$ cat config.mk
export PLATFORM = sky130hd
export DESIGN_NAME = sc_ulpi_uarb
export DESIGN_NICKNAME = d
export VERILOG_FILES = /design/src/rtl/sc_ulpi_pkg.sv /design/src/rtl/sc_ulpi_uarb.sv
export SDC_FILE = /design/constraint.sdc
export NUM_CORES = 1
export LEC_CHECK = 0
export BUFFER_PORTS_ARGS = -buffer_cell sky130_fd_sc_hd__buf_2
export CAP_MARGIN = 20
export CORE_MARGIN = 8
export CORE_UTILIZATION = 56
export CTS_CLUSTER_DIAMETER = 80
export DETAILED_ROUTE_END_ITERATION = 6
export GPL_ROUTABILITY_DRIVEN = 0
export GPL_TIMING_DRIVEN = 0
export MAX_ROUTING_LAYER = met4
export PLACE_DENSITY = 0.74
export SLEW_MARGIN = 40
export SYNTH_ARGS = -nofsm -noshare
export SYNTH_HDL_FRONTEND = slang
export SYNTH_SLANG_ARGS = --single-unit
$ cat constraint.sdc
create_clock -name ULPICLK -period 3.5 [get_ports ULPICLK]
set_input_delay 0.175 -clock ULPICLK [delete_from_list [all_inputs] [get_ports ULPICLK]]
set_output_delay 0.175 -clock ULPICLK [all_outputs]
set_load 0.01 [all_outputs]
$ cat src/rtl/sc_ulpi_pkg.sv
// Shared types for the ULPI interface controller: arbiter state encoding
// and grant-vector bit positions.
package sc_ulpi_pkg;

    typedef enum logic [1:0] {
        IDLE    = 2'd0,
        GNT_REG = 2'd1,
        GNT_TXD = 2'd2,
        HOLDOFF = 2'd3
    } arb_state_t;

    localparam int GNT_REG_IDX = 0;
    localparam int GNT_TXD_IDX = 1;

endpackage

$ cat src/rtl/sc_ulpi_uarb.sv
// Outbound PHY-bus arbiter between the register controller and the packet
// generator: one grant at a time, turnaround holdoff, starvation bound, ACK timeout.
module sc_ulpi_uarb
    import sc_ulpi_pkg::*;
#(
    parameter int HOLDOFF_CYC   = 2,
    parameter int TXD_BURST_MAX = 4,
    parameter int TIMEOUT_CYC   = 1024
) (
    input  logic       ULPICLK,
    input  logic       ULPIRSTB,
    input  logic       REG_REQ,
    output logic       REG_ACK,
    input  logic       TXD_REQ,
    output logic       TXD_ACK,
    output logic       UE_REG_REQ,
    input  logic       UE_REG_ACK,
    output logic       UE_TXD_REQ,
    input  logic       UE_TXD_ACK,
    input  logic       DIR,
    input  logic       CFG_REG_PRIO,
    output logic [1:0] ARB_GNT,
    output logic       ARB_BUSY,
    output logic       ARB_TIMEOUT,
    input  logic       ARB_TO_CLR
);

    localparam int HW = $clog2(HOLDOFF_CYC) + 1;
    localparam int BW = $clog2(TXD_BURST_MAX) + 1;
    localparam int TW = $clog2(TIMEOUT_CYC) + 1;

    localparam logic [HW-1:0] HOLD_LAST = HW'(HOLDOFF_CYC > 0 ? HOLDOFF_CYC - 1 : 0);
    localparam logic [BW-1:0] BURST_MAX = BW'(TXD_BURST_MAX);
    // The flag is registered, so it is armed one count early to appear on the
    // cycle the counter reaches TIMEOUT_CYC-1; the counter then parks there.
    localparam logic [TW-1:0] TO_HIT    = TW'(TIMEOUT_CYC > 1 ? TIMEOUT_CYC - 2 : 0);
    localparam logic [TW-1:0] TO_SAT    = TW'(TIMEOUT_CYC > 0 ? TIMEOUT_CYC - 1 : 0);

    arb_state_t    state_q, state_d;
    logic [HW-1:0] hold_cnt;
    logic [BW-1:0] burst_cnt;
    logic [TW-1:0] to_cnt;

    logic gnt_reg, gnt_txd, granted;
    logic reg_done, txd_done, done, abandon;
    logic pick_reg, to_set;

    assign gnt_reg  = (state_q == GNT_REG);
    assign gnt_txd  = (state_q == GNT_TXD);
    assign granted  = gnt_reg | gnt_txd;
    assign reg_done = gnt_reg & UE_REG_ACK;
    assign txd_done = gnt_txd & UE_TXD_ACK;
    assign done     = reg_done | txd_done;
    assign abandon  = (gnt_reg & ~REG_REQ) | (gnt_txd & ~TXD_REQ);
    assign pick_reg = REG_REQ & (~TXD_REQ | CFG_REG_PRIO | (burst_cnt >= BURST_MAX));
    assign to_set   = (TIMEOUT_CYC != 0) & granted & ~done & (to_cnt == TO_HIT);

    always_ff @(posedge ULPICLK or negedge ULPIRSTB) begin
        if (!ULPIRSTB) state_q <= IDLE;
        else           state_q <= state_d;
    end

    always_comb begin
        state_d = state_q;
        case (state_q)
            IDLE: begin
                if (!DIR && (REG_REQ || TXD_REQ))
                    state_d = pick_reg ? GNT_REG : GNT_TXD;
            end
            GNT_REG, GNT_TXD: begin
                if (done || abandon)
                    state_d = (HOLDOFF_CYC == 0) ? IDLE : HOLDOFF;
            end
            HOLDOFF: begin
                if (hold_cnt == HOLD_LAST) state_d = IDLE;
            end
            default: state_d = IDLE;
        endcase
    end

    always_comb begin
        ARB_GNT              = '0;
        ARB_GNT[GNT_REG_IDX] = gnt_reg;
        ARB_GNT[GNT_TXD_IDX] = gnt_txd;
        UE_REG_REQ           = gnt_reg & REG_REQ;
        UE_TXD_REQ           = gnt_txd & TXD_REQ;
        REG_ACK              = reg_done;
        TXD_ACK              = txd_done;
        ARB_BUSY             = (state_q != IDLE);
    end

    always_ff @(posedge ULPICLK or negedge ULPIRSTB) begin
        if (!ULPIRSTB) begin
            hold_cnt    <= '0;
            burst_cnt   <= '0;
            to_cnt      <= '0;
            ARB_TIMEOUT <= 1'b0;
        end else begin
            hold_cnt <= (state_q == HOLDOFF && hold_cnt != HOLD_LAST) ? hold_cnt + 1'b1 : '0;

            // Only packet completions that happen while a register access waits
            // count toward the starvation bound.
            if (state_q == IDLE && state_d == GNT_REG)
                burst_cnt <= '0;
            else if (txd_done)
                burst_cnt <= !REG_REQ ? '0 :
                             (burst_cnt == BURST_MAX) ? burst_cnt : burst_cnt + 1'b1;

            if (!granted)
                to_cnt <= '0;
            else if (to_cnt != TO_SAT)
                to_cnt <= to_cnt + 1'b1;

            if (to_set)
                ARB_TIMEOUT <= 1'b1;
            else if (ARB_TO_CLR)
                ARB_TIMEOUT <= 1'b0;
        end
    end

endmodule

==> impl_metrics.json, run 1 <==
{
  "r2r_cells": 6,
  "synth_top_family_by_area": "simple AND/OR/NAND/NOR gates",
  "vias_per_cell": 5.54,
  "die_width_microns": 62.5,
  "drive_gt1_share_pct": 17.9,
  "synth_area_leaders": "dfrtp_1 (39%), ha_1 (10%), mux2i_1 (4.1%), inv_1 (4.0%), nor2_1 (3.7%)",
  "ys.flop_type": "dfrtp_1",
  "placed_cells": 174,
  "hp-start": "REG_REQ",
  "dieHeight_microns": 62.5,
  "crit_path_max_incr_delay_ns": 0.50,
  "cts_tree": "done",
  "grt_pass1_wl_microns": 4040,
  "pwr-share-clk_pct": 12.1,
  "cp-end-kind": "flip-flop",
  "r2r-end": "burst_cnt[1]",
  "wl_microns": 2360,
  "register_area_sq_um": 475,
  "p_switching_mw": 0.401,
  "p_leak_nw": 0.683,
  "netSwitchingFraction_pct": 44.2,
  "diodes": 0,
  "cp.required_ns": 3.66,
  "fillers": 180,
  "htree_levels": 1,
  "clock_skew_ns": 0.00251,
  "p_int_mw": 0.506,
  "post_drt_wl_per_cell_microns": 13.2,
  "grt_usage_pct": 12.5,
  "fin_util_pct": 64.0,
  "hold_end": "burst_cnt[1]",
  "ios": 17,
  "cts.sinks": 19,
  "p_seq_share_pct": 35.4,
  "cap_violations": 0,
  "multi_input_area_sq_um": 662,
  "clk_path_buf_depth": 2,
  "synth_area_leader_cell": "dfrtp_1",
  "cp_max_fo": 7,
  "synthesis.nets": 149,
  "stdcell_count": 179,
  "drcViolationCount": 0,
  "cts.clk_slew.worst_paths_ns": 0.10,
  "p_comb_share_pct": 52.5,
  "clockRootBuffer": "clkbuf_4",
  "worstPathArrival_ns": 2.15,
  "syn_avg_cell_area_sq_um": 9.31,
  "min_period_over_period_pct": 57.0,
  "ys_ff_latch": 19,
  "slowest_stage": "o31ai_1",
  "dieArea_sq_mm": 0.00390,
  "yosys.area_share.simple_pct": 22.8,
  "path_cells": "inv_1 > ha_1 > nand2_1 > o22ai_1 > o31ai_1 > a32oi_1",
  "grt_max_degree": 20,
  "setup_tns_ns": 0,
  "synth_adder_area_share_pct": 10.3,
  "rrSetupSlack_ns": 1.51,
  "synth_edf_count": 0,
  "async_flop_share_pct": 100,
  "area_delta_synth_final_pct": 12.5,
  "tightest_slew_ns": 0.578,
  "hp-class": "in2reg",
  "final_max_slew_viol_count": 0,
  "slew_headroom_pct": 60.5,
  "cts_buffers": 3,
  "placement.cell_area_sq_mm": 0.00133,
  "rows": 17,
  "peakVddDrop_uv": 494,
  "synth_xor_area_share_pct": 0.724,
  "dp_worst_setup_slack_ns": 1.54,
  "ant_nets": 0,
  "period_needed_ns": 1.99,
  "synth-seq-area-share_pct": 39.3,
  "synth_top_cell_area_share_pct": 39.3,
  "final_area_sq_mm": 0.00136,
  "yosys_warnings": 0,
  "synth.mux.area_fraction_pct": 4.14,
  "synth-compound-area-share_pct": 16.8,
  "p_per_area_mw_per_mm2": 666,
  "whs_path_depth": 3,
  "clock_latency_ns": 0.29,
  "hold_viol_final": 0,
  "nets": 171,
  "antenna_found_initial": 0,
  "setup_violations": 0,
  "io_buffers": 16,
  "synth_area_sq_mm": 0.00121,
  "grt_pass1_vias": 937,
  "ys_types": 38,
  "vias": 991,
  "dr.pass1.iters": 4,
  "critPathLaunchType": "flip-flop",
  "grt_overflow": 0,
  "core_region_area_sq_mm": 0.00213,
  "start_util_pct": 56.9,
  "rsz0062_at_grt": "no",
  "r2r_start": "state_q[0]",
  "status": "complete, no violations",
  "netlist_instances": 130,
  "critPathKind": "reg2reg",
  "dp_hpwl_microns": 1830,
  "finalWorstSetupSlack_ns": 1.51,
  "fmax_mhz": 501,
  "cts_resized": 0,
  "drt_iter0_markers": 34
}
==> kinds of logic (layout without fill, tap and decap cells) <==
| group | after synthesis | after routing |
|---|---|---|
| xor+xnor | 1 | 1 |
| fa+ha+maj | 10 | 10 |
| buf+inv | 17 | 38 |
| flops | 19 | 19 |
| mux | 5 | 5 |
| compound gates | 28 | 28 |
| simple gates | 50 | 50 |
==> routing by layer <==
| metal | part of all wire [%] | wire length (microns) | global-route usage (%) | up-vias |
|---|---|---|---|---|
| met5 | 0 | 0 | - | - |
| met4 | 1.2 | 28 | 4.84 | 0 |
| met3 | 3.9 | 91 | 3.41 | 5 |
| met2 | 46 | 1100 | 20.4 | 18 |
| met1 | 49 | 1150 | 14.3 | 472 |
| li1 | - | - | - | 496 |
==> final cells by class <==
type | count | area share [%]
multi-input combinational | 94 | 48.6
inverter | 13 | 3.58
clock buffer | 4 | 1.93
tap | 28 | 2.57
buffer | 4 | 1.75
timing repair buffer | 17 | 6.62
sequential | 19 | 34.9
==> sequential cells by signal (all words and copies together) (netlist names) <==
register / count
burst_cnt: 3
to_cnt: 11
hold_cnt: 2
state_q: 2
ARB_TIMEOUT: 1
==> power groups by stage <==
stage                     sequential, mW  combinational (mW)  clock, mW
after global routing               0.329               0.537      0.124
after global placement             0.323               0.463          0
after detailed placement           0.325               0.472          0
final                              0.322               0.476      0.109
after CTS                          0.321               0.477      0.113
after floorplan                    0.314               0.357          0
==> cells in the mapped netlist (2+ instances only) <==
library cell and count:
ha_1 10, o21ai_0 3, and3_1 2, a2111oi_0 2, nor2_1 12, nand2_1 11
nand4_2 2, mux2i_1 5, dfrtp_1 19, inv_1 13, and2_1 3, a31oi_1 5
nor2b_1 5, nand2b_1 7, buf_4 2, a21oi_1 5, nand3b_1 2, nand3_1 2
==> cells in the final DEF, fill, tap and decap left out, drive strengths merged, types with 3 or more instances in the layout <==
cell type	Yosys	final
a31oi	5	5
a21oi	5	5
nand4	3	3
buf	3	19
nand3	3	3
mux2i	5	5
nor2b	5	5
dfrtp	19	19
inv	13	13
nand2	11	11
o21ai	3	3
and2	3	3
nand2b	7	7
clkbuf	1	5
nor2	12	12
ha	10	10
==> worst max-delay path, delay by kind of cell (launching register included) <==
| family | cells | cell delay (ns) |
|---|---|---|
| simple gates | 1 | 0.10 |
| fa+ha+maj | 1 | 0.39 |
| buf+inv | 1 | 0.11 |
| flops | 1 | 0.45 |
| compound gates | 3 | 0.79 |
==> stage by stage <==
step | hold slack (ns) | total power, mW
after floorplan | -0.121 | 0.671
after global placement | 0.130 | 0.786
after detailed placement | 0.128 | 0.797
after CTS | 0.191 | 0.911
after global routing | 0.195 | 0.991
final | 0.199 | 0.907
==> worst max-delay path by stage <==
| stage | start | endpoint | cells after the start |
|---|---|---|---|
| finish | state_q[0] | burst_cnt[1] | 6 |
| floorplan | to_cnt[0] | to_cnt[3] | 6 |
| global placement | state_q[0] | burst_cnt[1] | 6 |
| CTS | state_q[0] | burst_cnt[1] | 6 |
| global route | state_q[0] | burst_cnt[1] | 6 |
| detailed placement | state_q[0] | burst_cnt[1] | 6 |
==> repair_timing <==
| item | 4_1_cts | 5_1_grt |
|---|---|---|
| endpoints found under the setup margin | 0 | 0 |
| buffers inserted | 0 | 0 |
| hold buffers | 1 | 0 |
| endpoints found under the hold margin | 19 | 0 |
Note: power is estimated with default switching activity, not from simulation.
==> run 2: changes to the inputs <==
CORE_UTILIZATION = 50   (was 56)
PLACE_DENSITY = 0.7   (was 0.74)
clock period = 1.8 ns   (was 3.5 ns; I/O delays follow)
==> impl_metrics.json, run 2 (same netlist as run 1, synthesis figures left out) <==
{
  "r2r_start": "to_cnt[0]",
  "vias_per_cell": 5.46,
  "hold_viol_final": 0,
  "fmax_mhz": 587,
  "grt_overflow": 0,
  "placement.cell_area_sq_mm": 0.00133,
  "htree_levels": 1,
  "critPathKind": "reg2reg",
  "rsz0062_at_grt": "no",
  "drive_gt1_share_pct": 29.7,
  "r2r-end": "to_cnt[3]",
  "cts_buffers": 3,
  "grt_usage_pct": 13.2,
  "vias": 1011,
  "ant_nets": 0,
  "top_register": "to_cnt",
  "final_max_slew_viol_count": 0,
  "die_width_microns": 65.2,
  "setup_tns_ns": 0,
  "dr.pass1.iters": 4,
  "peakVddDrop_uv": 1100,
  "final_common_cell": "buf_2",
  "min_period_over_period_pct": 94.7,
  "nets": 175,
  "clockRootBuffer": "clkbuf_4",
  "final_area_sq_mm": 0.00147,
  "cts_tree": "done",
  "layout_common_cells": "buf_2 (17), dfrtp_1 (16), nor2_1 (12)",
  "clk_path_buf_depth": 2,
  "p_per_area_mw_per_mm2": 1420,
  "slew_headroom_pct": 66.0,
  "cp_max_fo": 7,
  "total_power_mw": 2.10,
  "hp-class": "in2reg",
  "drt_iter0_markers": 35,
  "grt_max_degree": 20,
  "io_buffers": 16,
  "setup_violations": 0,
  "drcViolationCount": 0,
  "largest_reg_flops": 11,
  "start_util_pct": 50.7,
  "status": "complete, no violations",
  "area_delta_synth_final_pct": 21.8,
  "reg.largest.list": "to_cnt x11, burst_cnt x3",
  "dp_hpwl_microns": 1900,
  "whs_path_depth": 3,
  "cts.sinks": 19,
  "hold_end": "burst_cnt[1]",
  "grt_pass1_wl_microns": 4470,
  "post_drt_wl_per_cell_microns": 14.6,
  "antenna_found_initial": 0,
  "dieArea_sq_mm": 0.00425,
  "r2r_cells": 6,
  "worstPathArrival_ns": 1.93,
  "rrSetupSlack_ns": 0.1,
  "hp-start": "REG_REQ",
  "critPathLaunchType": "flip-flop",
  "ios": 17,
  "tightest_slew_ns": 0.497,
  "cts.clk_slew.worst_paths_ns": 0.11,
  "clock_skew_ns": 0.00809,
  "p_leak_nw": 0.701,
  "cp.required_ns": 2.03,
  "cap_violations": 0,
  "dieHeight_microns": 65.2,
  "rows": 18,
  "fillers": 214,
  "grt_pass1_vias": 1039,
  "crit_path_start": "to_cnt[0]",
  "clock_latency_ns": 0.29,
  "diodes": 0,
  "cp-end-kind": "flip-flop",
  "core_region_area_sq_mm": 0.00239,
  "period_needed_ns": 1.70,
  "wl_microns": 2710
}
==> run 2: changes by cell type in the layout (fill, tap and decap cells not counted), sizes merged <==
cell / change
buf: +4
==> run 2: per-layer routing <==
layer  up-vias  routed length (microns)  track usage (%)
li1        507                        -                -
met1       487                     1310             15.6
met2        15                     1320             21.6
met3         2                       67             4.08
met4         0                       11             2.45
met5         -                        0                -
==> run 2: through the flow <==
stage               util (%)  hold WS [ns]  std cells  worst slack [ns]
detailed placement      55.6        0.0467        176            -0.237
finish                  61.7        0.0997        185            0.0952
global route            61.7         0.103        185           0.00660
floorplan                  -        -0.206        130            0.0850
CTS                     58.3        0.0870        181          -0.00765
global placement        55.6        0.0470        176            -0.151
==> run 2: worst max path at each step <==
stage | endpoint | slack (ns)
finish | to_cnt[3] | 0.1
global route | to_cnt[3] | 0.007
CTS | burst_cnt[1] | -0.008
detailed placement | burst_cnt[1] | -0.24
global placement | burst_cnt[1] | -0.15
floorplan | to_cnt[3] | 0.08
==> run 2: worst max-delay path, cell delays in order, from the launching register on <==
cell and delay, ns:
dfrtp_2 0.44, ha_4 0.18, inv_1 0.05, or4_1 0.50
buf_2 0.18, nand4_2 0.11, mux2i_1 0.18
==> run 2: final cells by class <==
class | count | area (sq um) | area share, %
clock buffer | 4 | 26.3 | 1.78
timing repair buffer | 21 | 120 | 8.15
sequential | 19 | 479 | 32.5
tap | 30 | 37.5 | 2.55
buffer | 4 | 23.8 | 1.61
multi-input combinational | 94 | 738 | 50.1
inverter | 13 | 48.8 | 3.31
==> run 2: where the power goes <==
group	leakage, nW	switching (mW)	total [mW]	internal, mW
Combinational	0.433	0.690	1.24	0.548
Clock	0.0150	0.127	0.213	0.0862
Sequential	0.253	0.119	0.645	0.527
Total	0.701	0.935	2.10	1.16
==> run 2: what timing repair did <==
| item | CTS | global route |
|---|---|---|
| hold endpoints to repair | 19 | 0 |
| resized for setup | 9 | 10 |
| endpoints found under the setup margin | 8 | 10 |
| pin swaps | 2 | 2 |
| hold buffers | 1 | 0 |
| buffers inserted | 0 | 4 |
==> run 3: changes to the inputs <==
ABC_AREA = 1   (was not set)
CORE_UTILIZATION = 51   (was 50)
PLACE_DENSITY = 0.71   (was 0.7)
==> impl_metrics.json, run 3 <==
{
  "status": "complete, no violations",
  "vias": 1039,
  "synth_area_leaders": "dfrtp_1 (38%), nand2_1 (12%), ha_1 (10%), inv_1 (9.3%), nand3_1 (4.4%)",
  "rows": 18,
  "largest_reg_flops": 11,
  "stdcell_count": 214,
  "cts.sinks": 19,
  "hp-start": "REG_REQ",
  "register_area_sq_um": 478,
  "rsz0062_at_grt": "no",
  "clockRootBuffer": "clkbuf_4",
  "r2r-end": "burst_cnt[1]",
  "setup_tns_ns": 0,
  "dr.pass1.iters": 4,
  "critPathKind": "reg2reg",
  "antenna_found_initial": 0,
  "drive_gt1_share_pct": 25.0,
  "reg.largest.list": "to_cnt x11, burst_cnt x3",
  "grt_overflow": 0,
  "r2r_start": "state_q[1]",
  "layout_common_cells": "nand2_1 (41), inv_1 (28), dfrtp_1 (17)",
  "placed_cells": 206,
  "htree_levels": 1,
  "diodes": 0,
  "yosysMostFrequentCell": "nand2_1",
  "cts.clk_slew.worst_paths_ns": 0.10,
  "cp.required_ns": 2.00,
  "synth_common_cells": "nand2_1 (41), inv_1 (31), dfrtp_1 (19), nand3_1 (11)",
  "nets": 204,
  "tightest_slew_ns": 0.420,
  "period_needed_ns": 1.58,
  "vias_per_cell": 4.86,
  "grt_usage_pct": 13.0,
  "dieArea_sq_mm": 0.00431,
  "clock_skew_ns": 0.00697,
  "worstPathArrival_ns": 1.78,
  "cap_violations": 0,
  "min_period_over_period_pct": 88.0,
  "syn_avg_cell_area_sq_um": 7.86,
  "io_buffers": 16,
  "synth_top_cell_area_share_pct": 37.8,
  "rrSetupSlack_ns": 0.22,
  "whs_path_depth": 5,
  "clock_latency_ns": 0.29,
  "ys_types": 26,
  "slew_headroom_pct": 72.0,
  "fillers": 219,
  "drt_iter0_markers": 41,
  "synth-seq-area-share_pct": 37.8,
  "cts_buffers": 3,
  "async_flop_share_pct": 100,
  "area_delta_synth_final_pct": 16.6,
  "netlist_instances": 160,
  "yosys_warnings": 0,
  "core_region_area_sq_mm": 0.00241,
  "cp_max_fo": 5,
  "critPathLaunchType": "flip-flop",
  "grt_pass1_wl_microns": 4250,
  "clk_path_buf_depth": 2,
  "multi_input_area_sq_um": 663,
  "final_common_cell": "nand2_1",
  "hp-class": "in2reg",
  "dieHeight_microns": 65.7,
  "peakVddDrop_uv": 982,
  "top_register": "to_cnt",
  "fmax_mhz": 632,
  "setup_violations": 0,
  "ys_ff_latch": 19,
  "die_width_microns": 65.7,
  "synth_area_sq_mm": 0.00126,
  "ios": 17,
  "dp_hpwl_microns": 1910,
  "grt_max_degree": 20,
  "drcViolationCount": 0,
  "synthesis.nets": 179,
  "ys.flop_type": "dfrtp_1",
  "synth_edf_count": 0,
  "grt_pass1_vias": 976,
  "p_leak_nw": 0.814,
  "cp-end-kind": "flip-flop",
  "final_max_slew_viol_count": 0,
  "cts_tree": "done",
  "hold_end": "burst_cnt[2]",
  "start_util_pct": 52.2,
  "r2r_cells": 10,
  "post_drt_wl_per_cell_microns": 11.5,
  "hold_viol_final": 0,
  "p_per_area_mw_per_mm2": 1310,
  "synth_area_leader_cell": "dfrtp_1",
  "ant_nets": 0,
  "wl_microns": 2460
}
run 3: cell count changes in the layout (fill, tap and decap cells not counted), moves of 5 or more:
cell      previous run  this run
inv_1               10        28
mux2i_1              5         0
nand2b_1             7         0
nand3_1              2        10
nor2b_1              5         0
nand2_1             11        41
run 3: worst max-delay path: stages, from the launching register on:
cell      delay (ns)
dfrtp_2         0.43
inv_2           0.07
ha_2            0.20
nand2_1         0.08
nand2_1         0.10
o21bai_2        0.19
nand3_1         0.10
nand2_1         0.10
nand3_2         0.10
nand2_1         0.08
inv_1           0.04
run 3: cells by family (layout without fill, tap and decap cells):
| family | Yosys count | after routing | share of synthesized area, % |
|---|---|---|---|
| compound gates | 18 | 18 | 8.76 |
| fa+ha+maj | 10 | 10 | 9.95 |
| flops | 19 | 19 | 37.8 |
| simple gates | 76 | 76 | 29.9 |
| buf+inv | 34 | 58 | 11.5 |
| xor+xnor | 3 | 3 | 2.09 |
run 3: final cells by class:
class / count / area share (%)
plain buffers: 3 / 1.96
clock buffers: 3 / 1.54
clock inverters: 1 / 0.341
inverters: 31 / 7.94
multi-input cells: 107 / 45.2
flip-flops and latches: 19 / 32.6
well taps: 30 / 2.56
repair buffers: 20 / 7.85
run 3: metal layers:
metal  track usage, %  vias to the layer above  share of wire [%]
li1                 -                      542                  -
met1             15.3                      484                 44
met2             20.2                       11                 52
met3             3.74                        2                3.3
met4             5.72                        0               0.61
met5                -                        -                  0
run 3: worst max path at each step:
stage               slack (ns)            to  cells past startpoint  startpoint
floorplan                 0.29  burst_cnt[2]                     12  state_q[0]
global placement          0.05  burst_cnt[1]                      9  state_q[0]
detailed placement        0.03  burst_cnt[1]                      9  state_q[0]
CTS                       0.02  burst_cnt[1]                      9  state_q[0]
global route              0.01  burst_cnt[2]                     10  state_q[0]
finish                    0.22  burst_cnt[1]                     10  state_q[1]
run 3: per-stage QoR:
| stage | power, mW | instance area (sq um) | worst slack [ns] | hold slack, ns | utilization (%) |
|---|---|---|---|---|---|
| detailed placement | 1.59 | 1380 | 0.0287 | 0.0488 | 57.1 |
| CTS | 1.81 | 1420 | 0.0158 | 0.187 | 59.0 |
| finish | 1.91 | 1470 | 0.217 | 0.208 | 60.9 |
| global placement | 1.56 | 1380 | 0.0536 | 0.0504 | 57.1 |
| floorplan | 1.34 | 1260 | 0.285 | -0.206 | - |
| global route | 2.13 | 1470 | 0.0106 | 0.244 | 60.9 |
run 3: where the power goes:
group / total [mW] / internal (mW) / switching [mW]
clock: 0.214 / 0.0826 / 0.132
combinational: 1.09 / 0.466 / 0.620
sequential: 0.615 / 0.524 / 0.0907
run 3: timing repair:
item / 4_1_cts / 5_1_grt
endpoints found under the setup margin: 0 / 3
buffers inserted: 0 / 2
gates resized for setup: 0 / 10
hold buffers: 2 / 0
hold endpoints to repair: 20 / 0
